**src/rtl/mem_stage_ctrl.sv**
```systemverilog
// mem_stage_ctrl: M-stage data-memory access controller and MEM/WB register.
// It issues one req/ack access per load/store to a variable-latency memory,
// stalls the front of the pipeline while that access is outstanding, and
// aborts the access if dmem_ack does not arrive within TIMEOUT cycles.
// Optional build macro MEM_ALIGN_CHECK_EN adds the misalign_M output and
// rejects word accesses whose address is not 4-byte aligned.
module mem_stage_ctrl #(
  parameter int unsigned TIMEOUT  = 255,
  parameter logic [31:0] ERR_DATA = 32'hDEAD_BEEF
) (
  input  logic        clk,
  input  logic        rst_n,
  input  logic        Mem_Read_M,
  input  logic        Mem_Write_M,
  input  logic        Mem_To_Reg_M,
  input  logic        Reg_Write_M,
  input  logic [31:0] ALU_Result_M,
  input  logic [31:0] Write_Data_M,
  input  logic [4:0]  Write_Reg_M,
  output logic        dmem_req,
  output logic        dmem_we,
  output logic [31:0] dmem_addr,
  output logic [31:0] dmem_wdata,
  input  logic [31:0] dmem_rdata,
  input  logic        dmem_ack,
  output logic        stall_M,
  output logic        bus_err,
`ifdef MEM_ALIGN_CHECK_EN
  output logic        misalign_M,
`endif
  output logic [31:0] Read_Data_W,
  output logic [31:0] ALU_Result_W,
  output logic [4:0]  Write_Reg_W,
  output logic        Mem_To_Reg_W,
  output logic        Reg_Write_W
);

  typedef enum logic [1:0] {
    S_IDLE = 2'd0,
    S_BUSY = 2'd1,
    S_DONE = 2'd2
  } state_t;

  // Last counter value before the access is declared lost.
  localparam logic [15:0] TO_LAST = 16'(TIMEOUT - 1);

  state_t      state_q;
  logic [15:0] cnt_q;
  logic [31:0] cap_q;

  logic access_w;
  logic misalign_w;
  logic start_w;

  assign access_w = Mem_Read_M | Mem_Write_M;

`ifdef MEM_ALIGN_CHECK_EN
  assign misalign_w = access_w & (ALU_Result_M[1:0] != 2'b00);
  assign misalign_M = (state_q == S_IDLE) & misalign_w;
`else
  assign misalign_w = 1'b0;
`endif

  // A new access is launched only from IDLE and only when it is legal.
  assign start_w = (state_q == S_IDLE) & access_w & ~misalign_w;

  // Hold the front of the pipeline from launch until the access completes;
  // forced low while reset is asserted so upstream stages are never frozen.
  assign stall_M = rst_n & (start_w | (state_q == S_BUSY));

  // Access FSM, memory-port registers and MEM/WB register.
  always_ff @(posedge clk or negedge rst_n) begin
    if (!rst_n) begin
      state_q      <= S_IDLE;
      cnt_q        <= '0;
      cap_q        <= '0;
      dmem_req     <= 1'b0;
      dmem_we      <= 1'b0;
      dmem_addr    <= '0;
      dmem_wdata   <= '0;
      bus_err      <= 1'b0;
      Read_Data_W  <= '0;
      ALU_Result_W <= '0;
      Write_Reg_W  <= '0;
      Mem_To_Reg_W <= 1'b0;
      Reg_Write_W  <= 1'b0;
    end else begin
      bus_err <= 1'b0;
      case (state_q)
        S_IDLE: begin
          if (start_w) begin
            // Store wins when both read and write are requested.
            dmem_req     <= 1'b1;
            dmem_we      <= Mem_Write_M;
            dmem_addr    <= ALU_Result_M;
            dmem_wdata   <= Write_Data_M;
            cnt_q        <= '0;
            state_q      <= S_BUSY;
            Reg_Write_W  <= 1'b0;
            Mem_To_Reg_W <= 1'b0;
          end else begin
            // Non-memory op (or rejected misaligned access) passes straight through.
            Read_Data_W  <= '0;
            ALU_Result_W <= ALU_Result_M;
            Write_Reg_W  <= Write_Reg_M;
            Mem_To_Reg_W <= Mem_To_Reg_M;
            Reg_Write_W  <= Reg_Write_M & ~misalign_w;
          end
        end
        S_BUSY: begin
          Reg_Write_W  <= 1'b0;
          Mem_To_Reg_W <= 1'b0;
          if (dmem_ack) begin
            cap_q    <= dmem_we ? 32'd0 : dmem_rdata;
            dmem_req <= 1'b0;
            state_q  <= S_DONE;
          end else if (cnt_q == TO_LAST) begin
            cap_q    <= ERR_DATA;
            dmem_req <= 1'b0;
            bus_err  <= 1'b1;
            state_q  <= S_DONE;
          end else begin
            cnt_q <= cnt_q + 16'd1;
          end
        end
        S_DONE: begin
          // The M inputs were held by the stall, so they still describe this access.
          Read_Data_W  <= cap_q;
          ALU_Result_W <= ALU_Result_M;
          Write_Reg_W  <= Write_Reg_M;
          Mem_To_Reg_W <= Mem_To_Reg_M;
          Reg_Write_W  <= Reg_Write_M;
          state_q      <= S_IDLE;
        end
        default: state_q <= S_IDLE;
      endcase
    end
  end

endmodule

```
**config.mk**
```make
export PLATFORM = sky130hd
export DESIGN_NAME = mem_stage_ctrl
export DESIGN_NICKNAME = d
export VERILOG_FILES = /design/src/rtl/mem_stage_ctrl.sv
export SDC_FILE = /design/constraint.sdc
export NUM_CORES = 1
export LEC_CHECK = 0
export CORE_UTILIZATION = 35
export DETAILED_ROUTE_END_ITERATION = 7
export GPL_TIMING_DRIVEN = 0
export PLACE_DENSITY = 0.65
export RECOVER_POWER = 100
export SETUP_SLACK_MARGIN = 0.1
export SYNTH_ARGS = -nofsm -noshare
export SYNTH_HDL_FRONTEND = slang
export SYNTH_SLANG_ARGS = --single-unit
export TNS_END_PERCENT = 1
```
**constraint.sdc**
```tcl
create_clock -name clk -period 2.5 [get_ports clk]
set_clock_uncertainty 0.05 [all_clocks]
set_input_delay 0.5 -clock clk [delete_from_list [all_inputs] [get_ports clk]]
set_output_delay 0.5 -clock clk [all_outputs]
set_load 0.05 [all_outputs]
```
==> results by group, run 1 <==
Clocking
  – Root Buffer: clkbuf_16
  – Cts bufs inserted: 17
  – Clock latency on the worst-skew pair: 0.43 ns
  – Hold buffer count at CTS: 0
  – Clk slew on worst S/H paths: 0.07 ns
  – Clk buf depth: 2
  – # H-tree levels: 4
  – CTS tree: built
  – Clock sinks: between 150 and 200

Global route
  – Number of global-route vias before repair: 6180
  – Remaining global-route overflow: 0
  – Initial antenna violation count: 0
  – Total Routing Usage GR: 0.191
  – Largest net degree at the start of global routing: 83
  – Global-route wire length before repair: about 33000 microns

Setup path
  – Crit path required time: 2.77 ns
  – Critical path's slowest cell: or3b_2
  – Critical path fanouts, max: 10
  – Crit. End Element: flip-flop
  – Slowest stage delay, CP: between 0.4 and 0.5 ns
  – Setup crit start kind: flip-flop
  – CP cell instances: inv_2, ha_1, buf_4, or3b_2, o21ai_1, nor2_2, a41o_1
  – Crit Path Category: reg -> reg
  – Worst EP arrival: about 2.7 ns
  – Reg2Reg Setup Slack: 0.07 ns

Place
  – Global placement routability congestion: about 0.8
  – Port Buffer Count: 246
  – Placed Area: ~10000 sq um
  – Setup slack at placement: -0.943 ns
  – Hpwl dp: 14600 microns

Status
  – Failing checks: negative hold slack
  – Status: finished with violations

Drt
  – DRC viols: 0
  – Detailed-route via count: 6188
  – Drt wl/cell: 16.2 microns
  – Vias per cell: 4.85
  – First-pass DRT Iterations: 6
  – Post-route ant nets: 0
  – DRT iter0 DRCs: 275
  – Final wirelength: approximately 21000 microns

STA
  – Worst hold margin: -0.0185 ns
  – Final setup viols: 0
  – Tcrit/Tclk final: 0.971
  – Worst setup margin: about 0.073 ns
  – Max_slew headroom: 0.0813
  – Final min period: 2.43 ns
  – Final hold vios: 6
  – Fmax achieved: 412 MHz
  – Pins Over Slew Limit: 0
  – RSZ-0062 raised after global routing: true
  – Worst slew pin tran: 1.38 ns

Pwr
  – Internal: 0.00883 W
  – Worst VDD drop: 778 uV
  – Clock share of power: 0.150
  – Static Leak: approximately 5.2 nW
  – P_sw: 0.00837 W
  – Sequential share of power: 0.295
  – Switching Share: 0.487
  – Pwr/cell area: 1550 nW/um^2
  – Comb power frac: 0.555

Synthesis
  – Cell accounting for the most synthesized area: dfrtp_1
  – Syn Area/Cell: ~11 sq um
  – Synthesized cell area: 7610 sq um
  – Leading post-synthesis cells by cell area: dfrtp_1 62%, nand2_1 11%, mux2_2 5.9%, a22o_1 3.8%, nand2b_1 2.1%
  – Sequential-to-total area share from yosys stat: 0.618
  – Top-area cell type share of the netlist area: 0.618
  – Post-synth net total: ~830
  – Post-Synthesis Cells: 718
  – Synth unique cells: 45
  – Syn. warnings: 0
  – Seq cells post-synth: between 150 and 200

Layout
  – Post-route cell area: 11100 sq um
  – NumNets Final: 1105
  – Share of cells above drive strength 1: 0.105
  – ANT cells: 0
  – Most frequent cells in the layout: 227 x nand2_1, 188 x dfrtp_1, 134 x dlygate4sd3_1
  – Commonest non-fill, non-tap cell in the layout: nand2_1
  – Area delta synth->final: 46.2%

Worst hold path
  – Hold crit path type: in -> async

Floorplan
  – Die height: around 150 microns
  – Die W: 149 microns
  – Die ar.: 22300 sq um
  – IO Count: 247
  – Core footprint: between 20000 and 25000 sq um
  – Initial core utilization: 0.360
  – Row count: 53

Flow run
  – MaxCap Viol Count: 0
## stage by stage
step | power [W] | utilization | hold slack, ns | cells | TNS [ns]
global route | 0.0182 | 0.526 | 0.0404 | 1276 | -1.27
global placement | 0.0148 | 0.493 | 0.399 | 1239 | -1396.43
finish | 0.0172 | 0.526 | -0.0185 | 1276 | 0
floorplan | 0.0115 | - | 0.154 | 718 | 0
detailed placement | 0.0150 | 0.494 | 0.407 | 1240 | -40.26
CTS | 0.0178 | 0.527 | 0.0124 | 1276 | 0
## final cells by class
type,count,area [sq um]
Multi-Input combinational cell,482,2730
Fill cell,1914,10000
Timing Repair Buffer,253,2530
Inverter,5,18.8
Sequential cell,188,4700
Buffer,43,239
Clock buffer,17,425
Clock inverter,13,131
Tap cell,275,344
## worst max-delay path: cells and delay by family, from the launching register on
family | cells | cell delay, ns
flip-flops | 1 | 0.42
AND/OR/NAND/NOR | 2 | 0.75
AO/OA/AOI/OAI | 2 | 0.73
adder cells (fa/ha/maj) | 1 | 0.14
buffers and inverters | 2 | 0.23
## cell families after synthesis
group | synth area share
simple gates | 0.189
fa+ha+maj | 0.0115
flops | 0.618
compound gates | 0.0947
buf+inv | 0.0248
mux | 0.0618
## metal layers
layer  global-route usage  wire (microns)
met5                    0               0
met4               0.0520             195
met3               0.0524            1650
met2                0.320            9980
met1                0.240            8810
## power by group through the flow
stage	clock, W	sequential (W)	combinational [W]
after floorplan	0	0.00873	0.00280
after global routing	0.00276	0.00526	0.0102
after detailed placement	0	0.00520	0.00979
after CTS	0.00265	0.00514	0.0100
after global placement	0	0.00515	0.00969
final	0.00257	0.00508	0.00955
## timing repair
item	in CTS	in global routing
cloned	1	0
resized for setup	27	11
setup buffers	5	0
endpoints found under the setup margin	111	152
## final timing paths
check                                  startpoint                          end  depth (start not counted)
setup reg to reg           state_q[0]$_DFFE_PN0P_        cnt_q[10]$_DFFE_PN0P_                          7
setup / recovery           state_q[0]$_DFFE_PN0P_        cnt_q[10]$_DFFE_PN0P_                          7
min in group clk             cap_q[4]$_DFFE_PN0P_         cap_q[4]$_DFFE_PN0P_                          2
hold reg to reg              cap_q[4]$_DFFE_PN0P_         cap_q[4]$_DFFE_PN0P_                          2
max in group asynchronous                   rst_n   Read_Data_W[9]$_DFFE_PN0P_                          2
hold / removal                              rst_n  ALU_Result_W[1]$_DFFE_PN0P_                          1
## Yosys cell counts
cell and count:
nand2_1 227, dfrtp_1 188, mux2_2 40, nor2_1 35, a22o_1 33, clkbuf_1 32, a21oi_1 26, nand2b_1 25
nand3_1 15, a31oi_1 13, o21ai_0 9, buf_2 7, ha_1 7, a41oi_1 5, inv_1 5, buf_1 4
nor3b_1 4, a41o_1 3, and2_1 3, nand4_1 3, nor3_1 3, o21ai_1 3, and3_1 2, mux2i_1 2
nand4b_1 2, nor4_1 2, o21a_1 2, a211o_1 1, a21o_1 1, a221o_1 1, and2b_2 1, and4_1 1
and4_2 1, and4b_1 1, nand4_4 1, nor2b_1 1, nor4b_1 1, o22a_1 1, o311a_1 1, o31a_1 1
o31a_2 1, o31ai_1 1, or2_2 1, or3b_2 1, or4_4 1
## registers in the layout, summed over array words and instances (netlist names)
register and flops:
ALU_Result_W 32, Mem_To_Reg_W 1, Read_Data_W 32, Reg_Write_W 1, Write_Reg_W 5, bus_err 1
cap_q 32, cnt_q 16, dmem_addr 32, dmem_req 1, dmem_wdata 32, dmem_we 1
state_q 2
(Power assumes the default switching activity.)
==> run 2, diff against run 1 <==
--- a/config.mk
+++ b/config.mk
@@ -6,8 +6,8 @@
 export NUM_CORES = 1
 export LEC_CHECK = 0
 export CORE_UTILIZATION = 35
+export CTS_BUF_LIST = sky130_fd_sc_hd__clkbuf_16
 export DETAILED_ROUTE_END_ITERATION = 7
-export GPL_TIMING_DRIVEN = 0
 export PLACE_DENSITY = 0.65
 export RECOVER_POWER = 100
 export SETUP_SLACK_MARGIN = 0.1
==> results by group, run 2 (synthesis results as in run 1) <==
Floorplan
  – Die ar.: 22300 sq um (unchanged)
  – Initial core utilization: 0.360 (unchanged)
  – Row count: 53 (unchanged)
  – IO Count: 247 (unchanged)
  – Die height: 149 microns (unchanged)
  – Die W: 149 microns (unchanged)
  – Core footprint: 21200 sq um (unchanged)

Setup path
  – CP cell instances: inv_1, ha_1, buf_4, o21a_2, o21a_1, buf_12
  – Crit path required time: 1.95 ns (-0.82 ns)
  – Critical path's slowest cell: dfrtp_1
  – Crit Path Category: reg -> out
  – Slowest stage delay, CP: 0.40 ns (-0.09 ns)
  – CP delay by family, top: buffers and inverters
  – Worst EP arrival: 1.77 ns (-0.93 ns)
  – Critical path fanouts, max: 6 (-4)
  – Reg2reg start: state_q[1]$_DFFE_PN0P_
  – R2r endpoint: Read_Data_W[12]$_DFFE_PN0P_
  – CP bufs+invs: 3 (+1)
  – Worst R2R Path Depth: 7 (unchanged)
  – Crit. End Element: primary output
  – Reg2Reg Setup Slack: 0.22 ns (+0.15 ns)
  – Setup crit start kind: flip-flop

Drt
  – DRT iter0 DRCs: 266 (-3.3%)
  – First-pass DRT Iterations: 4 (-2)
  – Detailed-route via count: 6100 (-1.4%)
  – Final wirelength: 20500 microns (-0.79%)
  – Vias per cell: 4.88 (+0.55%)
  – Post-route ant nets: 0 (unchanged)
  – DRC viols: 0 (unchanged)
  – Drt wl/cell: 16.4 microns (+1.2%)

Status
  – Failing checks: max-capacitance violations, max-slew violations
  – Status: finished with violations

Pwr
  – P_sw: 0.00829 W (-0.97%)
  – Static Leak: 5.17 nW (-1.1%)
  – Comb power frac: 0.550 (-0.005)
  – Pwr/cell area: 1550 nW/um^2 (about the same)
  – Switching Share: 0.488 (+0.00156)
  – Worst VDD drop: 877 uV (+13%)
  – Sequential share of power: 0.299 (+0.004)
  – Clock share of power: 0.151 (about the same)
  – Internal: 0.00869 W (-1.6%)
  – PnR Total Power: 0.0170 W (-1.3%)

STA
  – Tcrit/Tclk final: 0.930 (-0.0411)
  – Max_slew headroom: -0.164 (-0.246)
  – Final setup viols: 0 (unchanged)
  – Fmax achieved: 430 MHz (+4.4%)
  – Setup TNS after final layout: 0 ns (unchanged)
  – Final min period: 2.32 ns (-0.103 ns)
  – Final hold vios: 0 (-6)
  – Worst slew pin tran: 1.75 ns (+0.369 ns)
  – Pins Over Slew Limit: 138 (+138)
  – Worst hold margin: 0.418 ns (+0.436 ns)
  – RSZ-0062 raised after global routing: true

Global route
  – Largest net degree at the start of global routing: 138 (+66%)
  – Global-route wire length before repair: 32600 microns (-0.57%)
  – Total Routing Usage GR: 0.189 (-0.00115)
  – Remaining global-route overflow: 0 (unchanged)
  – Number of global-route vias before repair: 6087 (-1.5%)
  – Initial antenna violation count: 1 (+1)

Worst hold path
  – Hold_sp: cap_q[4]$_DFFE_PN0P_
  – End of the worst hold path: cap_q[4]$_DFFE_PN0P_
  – Hold crit path type: reg -> reg
  – Hold Path Depth: 2

Layout
  – Commonest non-fill, non-tap cell in the layout: nand2_1
  – Post-route cell area: 11000 sq um (-1.4%)
  – NumNets Final: 1079 (-2.4%)
  – Most frequent cells in the layout: 227 x nand2_1, 188 x dfrtp_1, 136 x dlygate4sd3_1
  – Share of cells above drive strength 1: 0.104 (-0.00131)
  – Area delta synth->final: 44.2%
  – Post-Route Utilization: 0.519 (-0.00716)

Place
  – Hpwl dp: 13800 microns (-5.5%)
  – Port Buffer Count: 246 (unchanged)
  – Global placement routability congestion: 0.793 (-1.4%)
  – Placed Area: 10500 sq um (+0.69%)

Clocking
  – Clock latency on the worst-skew pair: 0.42 ns (about the same)
  – # H-tree levels: 4 (unchanged)
  – CTS tree: built
  – Clk slew on worst S/H paths: 0.07 ns (about the same)
  – Clk buf depth: 2 (unchanged)
  – Hold buffer count at CTS: 0 (unchanged)
  – Root Buffer: clkbuf_16
  – Clock sinks: 188 (unchanged)
  – Cts bufs inserted: 17 (unchanged)

Flow run
  – MaxCap Viol Count: 1 (+1)
run 2: through the flow:
| step | worst slack (ns) | cells |
|---|---|---|
| floorplan | 0.118 | 718 |
| global placement | 0.163 | 1220 |
| detailed placement | 0.132 | 1220 |
| CTS | 0.104 | 1250 |
| global route | 0.0444 | 1251 |
| finish | 0.175 | 1251 |
run 2: worst register-to-register path, delay by kind of cell, from the launching register on:
family                     cells  cell delay (ns)
AOI/OAI and AO/OA              2             0.49
buffers and inverters          3             0.89
DFF                            1             0.40
adders and majority gates      1             0.21
and+or+nand+nor                1             0.19
run 2: final cells by class:
cell class	instances	area, sq um
inverter	5	18.8
clock inverter	13	130
tap	275	344
timing repair buffer	270	2630
clock buffer	17	425
antenna	1	2.50
sequential	188	4700
multi-input combinational	482	2730
fill	1943	10200
run 2: routing by layer:
metal | vias up | wire, microns | GRT usage
li1 | 2929 | - | -
met3 | 16 | 1530 | 0.0506
met1 | 2942 | 8660 | 0.240
met2 | 213 | 9920 | 0.310
met5 | - | 0 | 0
met4 | 0 | 361 | 0.0658
run 2: worst max path at each step:
stage                                       from                     endpoint  slack (ns)  cells past startpoint
after global routing      state_q[1]$_DFFE_PN0P_  Read_Data_W[12]$_DFFE_PN0P_        0.04                      7
after global placement                  dmem_ack        cnt_q[10]$_DFFE_PN0P_        0.16                      5
after CTS                 state_q[0]$_DFFE_PN0P_                      stall_M        0.10                      6
final                     state_q[1]$_DFFE_PN0P_                      stall_M        0.18                      6
after floorplan           state_q[1]$_DFFE_PN0P_                      stall_M        0.12                      6
after detailed placement                dmem_ack         cnt_q[8]$_DFFE_PN0P_        0.13                      5
run 2: timing repair:
| item | CTS | global route |
|---|---|---|
| buffers inserted | 0 | 0 |
| resized for setup | 1 | 3 |
| endpoints found under the setup margin | 1 | 9 |
run 2: power groups by stage:
stage / registers (W) / logic [W] / clock network, W
after global routing: 0.00526 / 0.00995 / 0.00278
after floorplan: 0.00873 / 0.00280 / 0
after global placement: 0.00513 / 0.00985 / 0
final: 0.00508 / 0.00933 / 0.00257
after detailed placement: 0.00518 / 0.00996 / 0
after CTS: 0.00514 / 0.00998 / 0.00266
